**config.mk**
```make
export PLATFORM = sky130hd
export DESIGN_NAME = multi_pwm
export DESIGN_NICKNAME = d
export VERILOG_FILES = /design/src/rtl/multi_pwm.sv
export SDC_FILE = /design/constraint.sdc
export NUM_CORES = 1
export LEC_CHECK = 0
export BUFFER_PORTS_ARGS = -buffer_cell sky130_fd_sc_hd__buf_2
export CORE_ASPECT_RATIO = 1.75
export CORE_MARGIN = 2
export CORE_UTILIZATION = 50
export CTS_CLUSTER_DIAMETER = 60
export DETAILED_ROUTE_END_ITERATION = 16
export GPL_TIMING_DRIVEN = 0
export PLACE_DENSITY = 0.73
export SLEW_MARGIN = 20
export SYNTH_ARGS = -nofsm -noshare
export SYNTH_HDL_FRONTEND = slang
export SYNTH_SLANG_ARGS = --single-unit
```
**constraint.sdc**
```tcl
create_clock -name clk -period 13.75 [get_ports clk]
set_input_delay 2.75 -clock clk [delete_from_list [all_inputs] [get_ports clk]]
set_output_delay 2.75 -clock clk [all_outputs]
set_load 0.01 [all_outputs]
```
**src/rtl/multi_pwm.sv**
```systemverilog
// -----------------------------------------------------------------------------
// multi_pwm
//   N_CH independent PWM channels that share one prescaler and one frame
//   counter. Each channel has a shadow pulse width written through a simple
//   load strobe. The shadow value is copied into the active width only at a
//   frame boundary, so a channel never changes duty mid-frame.
//
// Parameters
//   N_CH    number of channels (1..16)
//   W_BITS  width of pulse-width, period and counter values
//   DIV     clk cycles per counter tick (2..256)
//
// Ports
//   clk          core clock, rising edge
//   reset        asynchronous active-low reset, release synchronised to clk
//   en           enables the prescaler and the frame counter
//   load         one-cycle write strobe for shadow[ch_sel]
//   ch_sel       channel addressed by load
//   W            pulse width in ticks, written on load
//   PER          frame period in ticks, sampled at each frame boundary
//   load_ack     one-cycle acknowledge of an accepted load
//   load_err     one-cycle flag for a load to a channel index >= N_CH
//   pending      per channel: shadow written but not yet applied
//   tick         prescaler enable pulse
//   cnt          frame counter
//   frame_start  one-cycle pulse in the first cycle of a frame (cnt = 0)
//   signal       PWM outputs, registered
//   PWMset       one-cycle pulse, one cycle after a rising edge of signal
//   PWMreset     one-cycle pulse, one cycle after a falling edge of signal
// -----------------------------------------------------------------------------
module multi_pwm #(
   parameter int N_CH   = 4,
   parameter int W_BITS = 13,
   parameter int DIV    = 25
) (
   input  logic                                      clk,
   input  logic                                      reset,
   input  logic                                      en,
   input  logic                                      load,
   input  logic [((N_CH > 1) ? $clog2(N_CH) : 1)-1:0] ch_sel,
   input  logic [W_BITS-1:0]                         W,
   input  logic [W_BITS-1:0]                         PER,
   output logic                                      load_ack,
   output logic                                      load_err,
   output logic [N_CH-1:0]                           pending,
   output logic                                      tick,
   output logic [W_BITS-1:0]                         cnt,
   output logic                                      frame_start,
   output logic [N_CH-1:0]                           signal,
   output logic [N_CH-1:0]                           PWMset,
   output logic [N_CH-1:0]                           PWMreset
);

   localparam int                CH_W    = (N_CH > 1) ? $clog2(N_CH) : 1;
   localparam int                PS_W    = $clog2(DIV);
   localparam logic [PS_W-1:0]   PS_LAST = PS_W'(DIV - 1);
   localparam logic [W_BITS-1:0] P_MIN   = W_BITS'(2);
   localparam logic [W_BITS-1:0] ONE     = W_BITS'(1);

   // Reset synchroniser: assertion reaches every flop at once through the
   // async clear, release is seen by the rest of the block two edges later.
   logic rst_meta;
   logic rst_sync;

   always_ff @(posedge clk or negedge reset) begin
      if (!reset) begin
         rst_meta <= 1'b0;
         rst_sync <= 1'b0;
      end else begin
         rst_meta <= 1'b1;
         rst_sync <= rst_meta;
      end
   end

   // ---------------------------------------------------------------------------
   // Prescaler, frame counter and active period
   // ---------------------------------------------------------------------------
   logic [PS_W-1:0]   presc;
   logic [W_BITS-1:0] per_act;   // active period P, already saturated to >= 2
   logic [W_BITS-1:0] per_next;
   logic              boundary;

   assign tick     = en && (presc == PS_LAST);
   assign boundary = tick && (cnt == per_act - ONE);
   assign per_next = (PER < P_MIN) ? P_MIN : PER;

   always_ff @(posedge clk or negedge rst_sync) begin
      if (!rst_sync) begin
         presc       <= '0;
         cnt         <= '0;
         per_act     <= '1;
         frame_start <= 1'b0;
      end else begin
         // NOTE: non-blocking assignments so every register samples the
         // pre-edge values of its sources, independent of statement order.
         if (en) begin
            presc <= (presc == PS_LAST) ? '0 : presc + PS_W'(1);
         end
         if (tick) begin
            cnt <= boundary ? '0 : cnt + ONE;
         end
         if (boundary) begin
            per_act <= per_next;
         end
         frame_start <= boundary;
      end
   end

   // ---------------------------------------------------------------------------
   // Load interface, shadow and active widths
   // ---------------------------------------------------------------------------
   logic [W_BITS-1:0] shadow [N_CH];
   logic [W_BITS-1:0] active [N_CH];
   logic              ch_valid;

   assign ch_valid = 32'(ch_sel) < N_CH;

   always_ff @(posedge clk or negedge rst_sync) begin
      if (!rst_sync) begin
         // NOTE: these arrays hold architectural state that must read zero
         // after reset, so they are cleared element by element here rather
         // than left as uninitialised storage.
         for (int i = 0; i < N_CH; i++) begin
            shadow[i] <= '0;
            active[i] <= '0;
         end
         pending  <= '0;
         load_ack <= 1'b0;
         load_err <= 1'b0;
      end else begin
         load_ack <= load && ch_valid;
         load_err <= load && !ch_valid;
         for (int i = 0; i < N_CH; i++) begin
            // active takes the pre-write shadow, so a load landing in the
            // boundary cycle waits for the next boundary with pending held.
            if (boundary && pending[i]) begin
               active[i] <= shadow[i];
            end
            if (load && ch_valid && (ch_sel == CH_W'(i))) begin
               shadow[i]  <= W;
               pending[i] <= 1'b1;
            end else if (boundary) begin
               pending[i] <= 1'b0;
            end
         end
      end
   end

   // ---------------------------------------------------------------------------
   // PWM compare and edge detection
   // ---------------------------------------------------------------------------
   logic [N_CH-1:0] sig_cmp;
   logic [N_CH-1:0] sig_prev;

   always_comb begin
      // NOTE: default first so every bit is assigned on every pass and no
      // latch is inferred.
      sig_cmp = '0;
      for (int i = 0; i < N_CH; i++) begin
         sig_cmp[i] = cnt < active[i];
      end
   end

   always_ff @(posedge clk or negedge rst_sync) begin
      if (!rst_sync) begin
         signal   <= '0;
         sig_prev <= '0;
         PWMset   <= '0;
         PWMreset <= '0;
      end else begin
         signal   <= sig_cmp;
         sig_prev <= signal;
         PWMset   <= signal & ~sig_prev;
         PWMreset <= ~signal & sig_prev;
      end
   end

endmodule

```
Yosys cells after proc, flatten, opt, wreduce, memory -nomap -nowiden
Cells that the tools add are included.
W data, S select, Z words.
{ "totals": {"inputBits": 32, "regBits": 159, "out_inout_bits": 33, "wordCells": 63} }
{ "classes": {"n_eq_ne": 5, "n_addsub": 3, "magnitude_cmp": 5, "muxes": 8, "reduce_logical": 15, "bitwise_logic": 4} }
{ "ops": {"columns": ["op", "count"], "rows": [
  ["$lt A13 B13 Y1", 4],
  ["$mux W13", 2],
  ["$add A13 B1 Y13 const B", 1],
  ["$eq A13 B13 Y1", 1],
  ["$lt A13 B2 Y1 const B", 1],
  ["$sub A13 B1 Y13 const B", 1],
  ["$logic_and A1 B1 Y1", 10],
  ["$and A4 B4 Y4", 2],
  ["$not A4 Y4", 2],
  ["$reduce_bool A2 Y1", 4],
  ["$add A5 B1 Y5 const B", 1],
  ["$eq A5 B5 Y1 const B", 1],
  ["$mux W1", 5],
  ["$mux W5", 1],
  ["$eq A2 B2 Y1 const B", 2],
  ["$eq A2 B1 Y1 const B", 1],
  ["$logic_not A2 Y1", 1]
]} }

Depth between registers and ports, before layout
Gate-level depths: netlist (run 1).
{ "depth": {"depth_word": 5, "depth_mapped": 12, "depth_no_buf": 9} }

Worst setup path before layout (run 1)
Ideal clock, no wire load.
{ "synth_path": {"path_type": "input -> output", "from": "input en", "to": "output tick", "t_arrival_ps": 3796, "cell_stages": 4, "required_time_ps": 11000, "path_slack_ps": 7204, "n_path_buf": 2, "path_cell_list": "clkbuf_1 -> nand2_1 -> nor3_1 -> clkbuf_1"} }
{ "synth_between": {"elab_chain_len": 1} }
{ "synth_rtl": {"columns": ["item", "line_no", "text"], "rows": [
  ["start: declaration", "38", "input logic en,"],
  ["$logic_and A1 B1 Y1", "83", "assign tick = en && (presc == PS_LAST);"],
  ["end: declaration", "46", "output logic tick,"]
]} }
No other way between the ends.

Worst setup path in the final report (run 1)
Same ends and word-level chain as after synthesis.

==> results of run 1 <==
worst min path at each step:
| stage | startpoint | end | slack (ps) | depth (start not counted) |
|---|---|---|---|---|
| 5_1_grt | rst_sync | active[34] | 230 | 0 |
| 6_report | rst_sync | active[34] | 220 | 0 |
| 2_1_floorplan | rst_meta | rst_sync | 330 | 0 |
| 3_5_place_dp | rst_sync | active[34] | 220 | 0 |
| 4_1_cts | rst_sync | shadow[21] | 230 | 0 |
| 3_3_place_gp | rst_meta | rst_sync | 340 | 0 |
cell usage after synthesis, drive strengths merged, types with 2 or more instances:
library cell  count
nand3            11
or4               3
conb              2
nor3              7
clkbuf            9
nand3b            3
dfstp            13
a21o             25
dfrtp           146
xnor2            12
or4b              2
o211ai            2
o21ai            11
and4              2
buf              13
xor2             19
nor4              5
nor2             29
inv              57
o21a              4
nand2            12
a211oi            3
nand2b            7
nor2b            13
and3              3
ha               52
a31o              4
nand4            11
mux2            115
a21oi            12
a31oi             6
mux2i             3
layer usage:
layer | part of all wire | up-vias | GRT usage
met4 | 0.023 | 0 | 0.09410
met1 | 0.39 | 2511 | 0.2518
li1 | - | 2344 | -
met3 | 0.024 | 28 | 0.02778
met5 | 0 | - | 0
met2 | 0.56 | 92 | 0.4010
registers in the layout (all words and copies together) (netlist names):
signal       count
active          52
frame_start      1
sig_prev         4
per_act         13
load_ack         1
pending          4
PWMset           4
PWMreset         4
signal           4
presc            5
rst_sync         1
cnt             13
rst_meta         1
shadow          52
critical path: cells and delay by family:
kind                   cells  cell delay, ps
AND/OR/NAND/NOR            2             730
buffers and inverters      3             890
power groups by stage:
stage	clock network (uW)	registers (uW)	logic, uW
floorplan	0	650	249
global placement	0	653	354
detailed placement	0	654	379
CTS	523	647	383
global route	542	660	419
finish	515	647	379
area by class of cell:
| type | count | share of cell area |
|---|---|---|
| buffer | 22 | 0.01661 |
| clock buffer | 17 | 0.04630 |
| clock inverter | 13 | 0.02315 |
| inverter | 57 | 0.02328 |
| multi-input combinational | 386 | 0.3882 |
| sequential | 159 | 0.4352 |
| tap | 186 | 0.02533 |
| timing repair buffer | 65 | 0.04194 |
through the flow:
stage,setup WS (ps),util
6_report,6628,0.5942
5_1_grt,6517,0.5942
4_1_cts,6633,0.5942
3_5_place_dp,6665,0.5529
3_3_place_gp,6752,0.5478
2_1_floorplan,7204,-
cell families after synthesis:
family,Yosys count,synth area share
DFF,159,0.5039
muxes,118,0.1861
and+or+nand+nor,110,0.08190
buffers and inverters,79,0.04624
AOI/OAI and AO/OA,73,0.06470
adders and majority gates,52,0.08206
xor gates and xnor gates,31,0.03424
other,2,0.0009472
==> run_results.csv, run 1 <==
group,metric,value,unit
die,dieArea,0.01692,mm^2
synth,synth_edf_count,0,
critical_path,criticalPathCategory,"input port to primary output",
detailed_routing,routed_wl,17210,um
power,swShare,0.2934,
power,total_power,1541,uW
place,gp_congestion,0.8675,
sta,finalMaxSlewViolations,0,
run_status,status,"finished clean",
finish,nNetsFinal,792,
critical_path,worstReg2RegEnd,"active[33]",
power,total_leakage_power,0.004504,uW
die,die_h,170.6,um
synth,synth_flop_cell,"dfrtp_1",
power,powerDensity,167.7,mW/mm^2
critical_path,crit_path_frequent_cell,"clkbuf_1",
critical_path,cp.arrival,4370,ps
power,p_comb_frac,0.246,
critical_path,crit_path_end,"tick",
critical_path,startpoint,"en",
sta,post-route-period-util,0.5180,
finish,most-common-layout-cells,"dfrtp_1 (145), buf_2 (64), mux2_2 (59)",
synth,yosysUniqueCellTypes,51,
finish,area_delta_synth_final,15.89,%
global_route,antenna_found_initial,0,
finish,register_area,0.003999,mm^2
finish,layout.cells.most_common,"dfrtp_1",
die,initial_core_util,0.5127,
die,fp-row-count,60,
global_route,overflow,0,
sta,fmax,140.4,MHz
clock_network,cts_made_buffers,17,
power,power_frac_clock,0.334,
global_route,grt_pass1_vias,5501,
detailed_routing,drt_iter0_drc,168,
synth,syn_nets,708,
critical_path,start_kind,"input port",
global_route,grt.total_usage,0.2183,
synth,syn_area,0.007929,mm^2
critical_path,required,11000,ps
place,io_buffers,62,
detailed_routing,vias,4975,
global_route,grt_max_degree,55,
power,p_switching,452.1,uW
die,fp.dieW,99.19,um
clock_network,clk-insertion-delay-late,420,ps
synth,yosysWarningCount,0,
die,core_area,0.01546,mm^2
sta,worst_pin_slew,980.9,ps
synth,synthTopCellsByArea,"dfrtp_1 (46%), mux2_2 (8.4%), ha_1 (8.2%)",
critical_path,critPathMaxFanout,10,
finish,multi_input_comb_area,0.003567,mm^2
flow_run,maxCapViolCount,0,
finish,drive_gt1_frac,0.3268,
place,dp.cells,875,
clock_network,clock-root-buffer,"clkbuf_16",
power,seqPwrFrac,0.420,
clock_network,cts.path.max_buffers,2,
clock_network,post-cts-setup-buffers,0,
clock_network,htree_levels,4,
min_path,hold_path_class,"flip-flop to asynchronous set/reset pin",
power,internal-power,1089,uW
sta,setup_viol,0,
sta,fin_hold_ws,215.7,ps
global_route,grt_pass1_wl,28430,um
critical_path,cpMaxStageDelayCell,"nor3_1",
synth,synth_area_per_cell,12.71,um^2
synth,synth_async_sr_flop_share,1.000,
critical_path,r2r_start,"per_act[0]",
place,hpwlAfterDp,12730,um
finish,stdcell_count,905,
clock_network,clk_pin_slew,70,ps
clock_network,cts_resized,0,
sta,fin_skew,14.72,ps
finish,stdcell_area,0.009189,mm^2
detailed_routing,ant_nets,0,
sta,period_minus_slack,7122,ps
sta,slew-limit-headroom,0.3447,
critical_path,critPathCaptureType,"primary output",
finish,diodes,0,
sta,rsz0062_at_grt,"no",
clock_network,cts_sinks,159,
synth,synth-seq-cells,159,
finish,fillers,1231,
critical_path,slowest_delay,620,ps
sta,finalHoldViolations,0,
detailed_routing,first_pass_iters,4,
critical_path,regToRegSetupSlack,10390,ps
synth,yosys.area.top_type_share,0.4608,
detailed_routing,routedWlPerCell,19.01,um
synth,yosysSeqAreaShare,0.5039,
power,peakVddDrop,0.06522,mV
synth,yosysTopAreaCell,"dfrtp_1",
synth,synthCells,624,
detailed_routing,drc_errors,0,
detailed_routing,routed_via_density,5.497,
critical_path,path_cells,"clkbuf_1 > nand2_1 > nor3_1 > clkbuf_1 > buf_2",
critical_path,r2r_cells,11,
clock_network,tritoncts,"yes",
sta,tns,0,ps
clock_network,cts_hold_buf,0,
place,place_area,0.008551,mm^2
die,num_io_pins,65,
Note: power is estimated with default switching activity, not from simulation.
==> run 2: changes to the inputs <==
ABC_AREA = 1   (was unset)
PLACE_DENSITY = 0.75   (was 0.73)
clock period = 5.9 ns   (was 13.75 ns; I/O delays follow)
==> run 2 against run 1 <==
  * Routed wire length rose by 15%
  * Critical path depth did not move
  * Cell count rose by 40%
  * Utilization fell by 0.54 points
  * Critical endpoint unchanged
  * Worst hold slack improved by 59 ps
  * Power rose by 67%
  * Largest power group unchanged
  * Global-route usage rose by 1.9 points
  * Sequential cell count did not move
  * Register-to-register slack got worse by 7200 ps
  * Sequential share of layout area fell by 0.74 points
==> run_results.csv, run 2 <==
group,metric,value,unit
run_status,status,"finished clean",
place,io_buffers,63,
die,num_io_pins,65,
detailed_routing,ant_nets,0,
global_route,grt_pass1_wl,32350,um
place,gp_congestion,0.8496,
finish,layout.cells.most_common,"nand2_1",
detailed_routing,routed_via_density,5.294,
critical_path,slowest_delay,220,ps
global_route,antenna_found_initial,0,
synth,synth_async_sr_flop_share,1.000,
sta,fmax,318.4,MHz
place,hpwlAfterDp,14970,um
global_route,grt.total_usage,0.2377,
clock_network,post-cts-setup-buffers,0,
power,powerDensity,275.7,mW/mm^2
sta,rsz0062_at_grt,"no",
sta,setup_viol,0,
synth,synthCells,981,
synth,yosysSeqAreaShare,0.4918,
detailed_routing,routed_wl,19740,um
flow_run,maxCapViolCount,0,
min_path,hold_path_class,"flip-flop to asynchronous set/reset pin",
critical_path,criticalPathCategory,"input port to primary output",
sta,finalMaxSlewViolations,0,
finish,most-common-layout-cells,"nand2_1 (304), dfrtp_1 (145), inv_1 (123)",
power,total_leakage_power,0.004853,uW
critical_path,start_kind,"input port",
critical_path,critPathMaxFanout,10,
power,peakVddDrop,0.1570,mV
global_route,grt_max_degree,55,
finish,top_regs,"active: 52 flops, shadow: 52 flops",
critical_path,cp.arrival,1960,ps
critical_path,cpMaxStageDelayCell,"buf_4",
critical_path,r2r_cells,16,
synth,yosysUniqueCellTypes,31,
critical_path,critPathTopFamily,"buffers and inverters",
global_route,grt_pass1_vias,6730,
finish,nNetsFinal,1150,
place,pre_cts_ws,2751,ps
die,fp-row-count,61,
synth,yosysTopAreaCell,"dfrtp_1",
detailed_routing,drt_iter0_drc,321,
die,fp.dieW,100.4,um
clock_network,cts_resized,0,
clock_network,cts_made_buffers,17,
finish,diodes,0,
clock_network,clock-root-buffer,"clkbuf_16",
synth,synth-seq-cells,159,
die,dieArea,0.01732,mm^2
detailed_routing,drc_errors,0,
critical_path,cp.depth,5,
synth,yosysMostFrequentCell,"nand2_1",
critical_path,critPathCaptureType,"primary output",
sta,fin_ws,2760,ps
sta,finalHoldViolations,0,
synth,yosysWarningCount,0,
critical_path,required,4720,ps
critical_path,startpoint,"en",
clock_network,tritoncts,"yes",
sta,fin_skew,17.83,ps
finish,drive_gt1_frac,0.1372,
detailed_routing,first_pass_iters,4,
clock_network,cts.path.max_buffers,2,
die,initial_core_util,0.5117,
critical_path,cp_num_buf_inv,3,
synth,synth_flop_cell,"dfrtp_1",
synth,synth_edf_count,0,
detailed_routing,routedWlPerCell,15.57,um
critical_path,r2r_start,"per_act[0]",
clock_network,clk-insertion-delay-late,430,ps
clock_network,cts_sinks,159,
finish,fillers,1397,
synth,synthTopCellsByArea,"dfrtp_1 (45%), nand2_1 (14%), ha_1 (8.0%)",
sta,period_minus_slack,3140,ps
die,die_h,172.6,um
power,total_power,2577,uW
synth,syn_nets,1065,
clock_network,clk_pin_slew,70,ps
global_route,overflow,0,
clock_network,cts_hold_buf,0,
synth,syn_area,0.008124,mm^2
critical_path,path_cells,"buf_2 > nand3_1 > nor2_1 > buf_4 > buf_2",
sta,slew-limit-headroom,0.6364,
synth,synthTopCellsByCount,"nand2_1 (304), dfrtp_1 (146), inv_1 (123), o21ai_0 (67), nand4_1 (61)",
finish,area_delta_synth_final,15.06,%
detailed_routing,vias,6713,
synth,synth_area_per_cell,8.281,um^2
sta,worst_pin_slew,545.4,ps
clock_network,htree_levels,4,
critical_path,crit_path_frequent_cell,"buf_2",
sta,post-route-period-util,0.5323,
die,core_area,0.01588,mm^2
synth,yosys.area.top_type_share,0.4497,
[run 2: cell types whose count changed after synthesis, sizes merged, moves of 7 or more]
| cell | before | now |
|---|---|---|
| nor2 | 29 | 62 |
| o21ai | 11 | 68 |
| a21o | 25 | 0 |
| xnor2 | 12 | 5 |
| a21oi | 12 | 27 |
| mux2 | 115 | 0 |
| nand2b | 7 | 0 |
| inv | 57 | 127 |
| nand4 | 11 | 61 |
| nor2b | 13 | 0 |
| buf | 13 | 22 |
| nand2 | 12 | 304 |
| nand3 | 11 | 39 |
[run 2: kinds of logic (layout without fill, tap and decap cells)]
logic type,Yosys count,count (layout),synth area share
AO/OA/AOI/OAI,105,105,0.06838
flip-flops,159,159,0.4918
other,2,2,0.0009244
AND/OR/NAND/NOR,482,482,0.2574
XOR/XNOR,18,18,0.01941
adder cells (fa/ha/maj),52,52,0.08009
buffers and inverters,163,261,0.08209
[run 2: final timing paths]
path                       slack [ps]         end
setup / recovery                 2760        tick
setup reg to reg                 3230  active[31]
min in group clk                  360    rst_sync
max in group asynchronous        4950  per_act[1]
hold reg to reg                   280  shadow[41]
hold / removal                    280  shadow[41]
[run 2: power breakdown]
part	switching, uW	internal (uW)	total, uW
clock	503	608	1110
combinational	130	85.4	216
sequential	79.2	1170	1250
[run 2: layout make-up]
class | count | area, um^2 | area share
clock buffer | 18 | 429.2 | 0.04591
timing repair buffer | 66 | 382.9 | 0.04096
buffer | 36 | 190.2 | 0.02035
multi-input combinational | 659 | 3462 | 0.3704
tap | 189 | 236.5 | 0.02530
clock inverter | 14 | 171.4 | 0.01834
sequential | 159 | 3999 | 0.4278
inverter | 127 | 476.7 | 0.05100
[run 2: per-layer routing]
metal  share of wire  global-route usage  vias to the layer above
li1                -                   -                     3334
met1            0.38              0.2566                     3163
met2            0.55              0.4402                      167
met3           0.032             0.03274                       49
met4           0.040              0.1199                        0
met5               0                   0                        -
[run 2: metrics by stage]
| stage | instances | hold WS (ps) | TNS (ps) | area, um^2 | utilization |
|---|---|---|---|---|---|
| after floorplan | 981 | 331.2 | 0 | 8124 | - |
| after global placement | 1233 | 338.8 | -62970 | 8676 | 0.5465 |
| after detailed placement | 1236 | 283.0 | 0 | 8747 | 0.5510 |
| after CTS | 1268 | 290.5 | 0 | 9348 | 0.5888 |
| after global routing | 1268 | 307.9 | 0 | 9348 | 0.5888 |
| final | 1268 | 275.1 | 0 | 9348 | 0.5888 |
==> run 3: changes to the inputs <==
ABC_AREA = 0   (was 1)
clock period = 2.6 ns   (was 5.9 ns; I/O delays follow)
==> run 3 against run 2 <==
  * The run now ends with setup timing left
  * First-iteration DRC count down 21%
  * Sequential share of layout area decreased by 2.3 points
  * Setup slack got worse by 3100 ps
  * Clock skew down 6.6 ps
  * Worst hold slack lost 22 ps
  * Power grew to 3.2 times the previous value
  * Cell count is 26% lower
  * Count of clock-buffer cells in the layout is 1 higher
  * Critical path type is now flip-flop to flip-flop
  * Largest power group unchanged
==> run_results.csv, run 3 (synthesis gave the netlist of run 1 again) <==
group,metric,value,unit
critical_path,start_kind,"flip-flop",
global_route,grt.total_usage,0.2402,
finish,diodes,0,
sta,fin_skew,11.28,ps
sta,finalHoldViolations,0,
die,fp-row-count,60,
global_route,overflow,0,
power,peakVddDrop,0.4547,mV
sta,setup_viol,82,
power,total_power,8236,uW
min_path,hold_path_class,"input port to flip-flop",
place,hpwlAfterDp,12850,um
run_status,violations,"setup timing",
detailed_routing,routed_via_density,5.690,
finish,nNetsFinal,825,
finish,fillers,1129,
detailed_routing,ant_nets,0,
critical_path,critPathMaxFanout,7,
global_route,grt_pass1_vias,5816,
sta,worst_pin_slew,900.8,ps
die,die_h,170.6,um
critical_path,criticalPathCategory,"flip-flop to flip-flop",
die,dieArea,0.01692,mm^2
critical_path,critPathCaptureType,"flip-flop",
detailed_routing,wl_met2,10400,um
detailed_routing,vias,5349,
power,p_comb_frac,0.291,
critical_path,cp.arrival,3250,ps
clock_network,tritoncts,"yes",
sta,post-route-period-util,1.135,
place,io_buffers,62,
detailed_routing,wl_met3,627,um
critical_path,required,2900,ps
die,fp.dieW,99.19,um
power,internal-power,5667,uW
detailed_routing,routedWlPerCell,20.45,um
flow_run,maxCapViolCount,0,
finish,register_area,0.003999,mm^2
die,num_io_pins,65,
place,gp_congestion,0.8677,
clock_network,htree_levels,4,
place,pre_cts_ws,-632.6,ps
global_route,grt_pass1_wl,31040,um
power,total_leakage_power,0.004777,uW
clock_network,clock-root-buffer,"clkbuf_16",
detailed_routing,drc_errors,0,
global_route,antenna_found_initial,0,
clock_network,cts_sinks,159,
power,seqPwrFrac,0.419,
detailed_routing,routed_wl,19220,um
power,p_switching,2569,uW
finish,area_delta_synth_final,24.68,%
power,power_frac_clock,0.290,
global_route,grt_max_degree,60,
finish,most-common-layout-cells,"dfrtp_1 (145), buf_2 (63), mux2_4 (60)",
detailed_routing,top_layer,"met4",
sta,fin_hold_ws,253.1,ps
sta,slew-limit-headroom,0.3995,
clock_network,clk-insertion-delay-late,420,ps
sta,fmax,338.9,MHz
power,powerDensity,833.2,mW/mm^2
die,core_area,0.01546,mm^2
finish,layout.cells.most_common,"dfrtp_1",
sta,fin_ws,-350.5,ps
run_status,status,"finished, violations left",
die,initial_core_util,0.5127,
sta,rsz0062_at_grt,"yes",
detailed_routing,first_pass_iters,4,
finish,multi_input_comb_area,0.003805,mm^2
clock_network,cts_made_buffers,17,
finish,top_regs,"active: 52 flops, shadow: 52 flops",
detailed_routing,wl_met1,7152,um
sta,period_minus_slack,2951,ps
detailed_routing,drt_iter0_drc,255,
clock_network,clk_pin_slew,70,ps
power,swShare,0.3120,
clock_network,cts.path.max_buffers,2,
finish,drive_gt1_frac,0.4085,
sta,finalMaxSlewViolations,0,
[run 3: worst max-delay path, cell delays in order, from the launching register on]
cell	delay [ps]
dfstp_2	390
inv_2	70
ha_4	130
or4b_4	520
nor3_4	220
xnor2_2	100
a211oi_2	270
o2111a_2	290
buf_12	140
nand3_4	110
buf_12	150
buf_12	130
mux2_4	290
[run 3: layer usage]
metal	up-vias	global-route usage
met3	66	0.03758
met5	-	0
met4	0	0.1370
met1	2712	0.2707
li1	2410	-
met2	161	0.4269
[run 3: final timing paths]
check                      cells after the start  startpoint          end  slack, ps
min reg2reg                                    0    rst_meta     rst_sync        350
min                                            1        load     load_ack        250
min in group asynchronous                      0    rst_sync   active[48]        390
max                                           12  per_act[0]   active[50]       -350
max in group asynchronous                      1    rst_sync  per_act[10]       1440
max reg2reg                                   12  per_act[0]   active[50]       -350
[run 3: repair_timing]
item | in CTS | in global routing
hold buffers | 1 | 0
cloned | 5 | 1
resized for setup | 54 | 12
endpoints found under the setup margin | 83 | 83
pin swaps | 15 | 5
setup buffers | 27 | 5
hold endpoints to repair | 2 | 0
[run 3: stage by stage]
stage	TNS, ps	util	instances	instance area (um^2)
final	-21900	0.6392	940	9886
after global placement	-37890	0.5553	872	8588
after floorplan	-6391	-	624	8045
after detailed placement	-45250	0.5589	874	8643
after CTS	-16800	0.6322	934	9777
after global routing	-27610	0.6392	940	9886
[run 3: final cells by class]
cell class / instances / area share
buffer: 17 / 0.01810
clock buffer: 19 / 0.04379
clock inverter: 13 / 0.01316
inverter: 57 / 0.02164
multi-input combinational: 386 / 0.3849
sequential: 159 / 0.4045
tap: 186 / 0.02354
timing repair buffer: 103 / 0.09037
[run 3: power by group through the flow]
stage               Clock (uW)  Combinational (uW)  Sequential, uW
finish                    2390                2400            3450
global route              2540                2600            3520
CTS                       2430                2290            3450
detailed placement           0                2030            3470
global placement             0                1900            3450
floorplan                    0                1360            3440
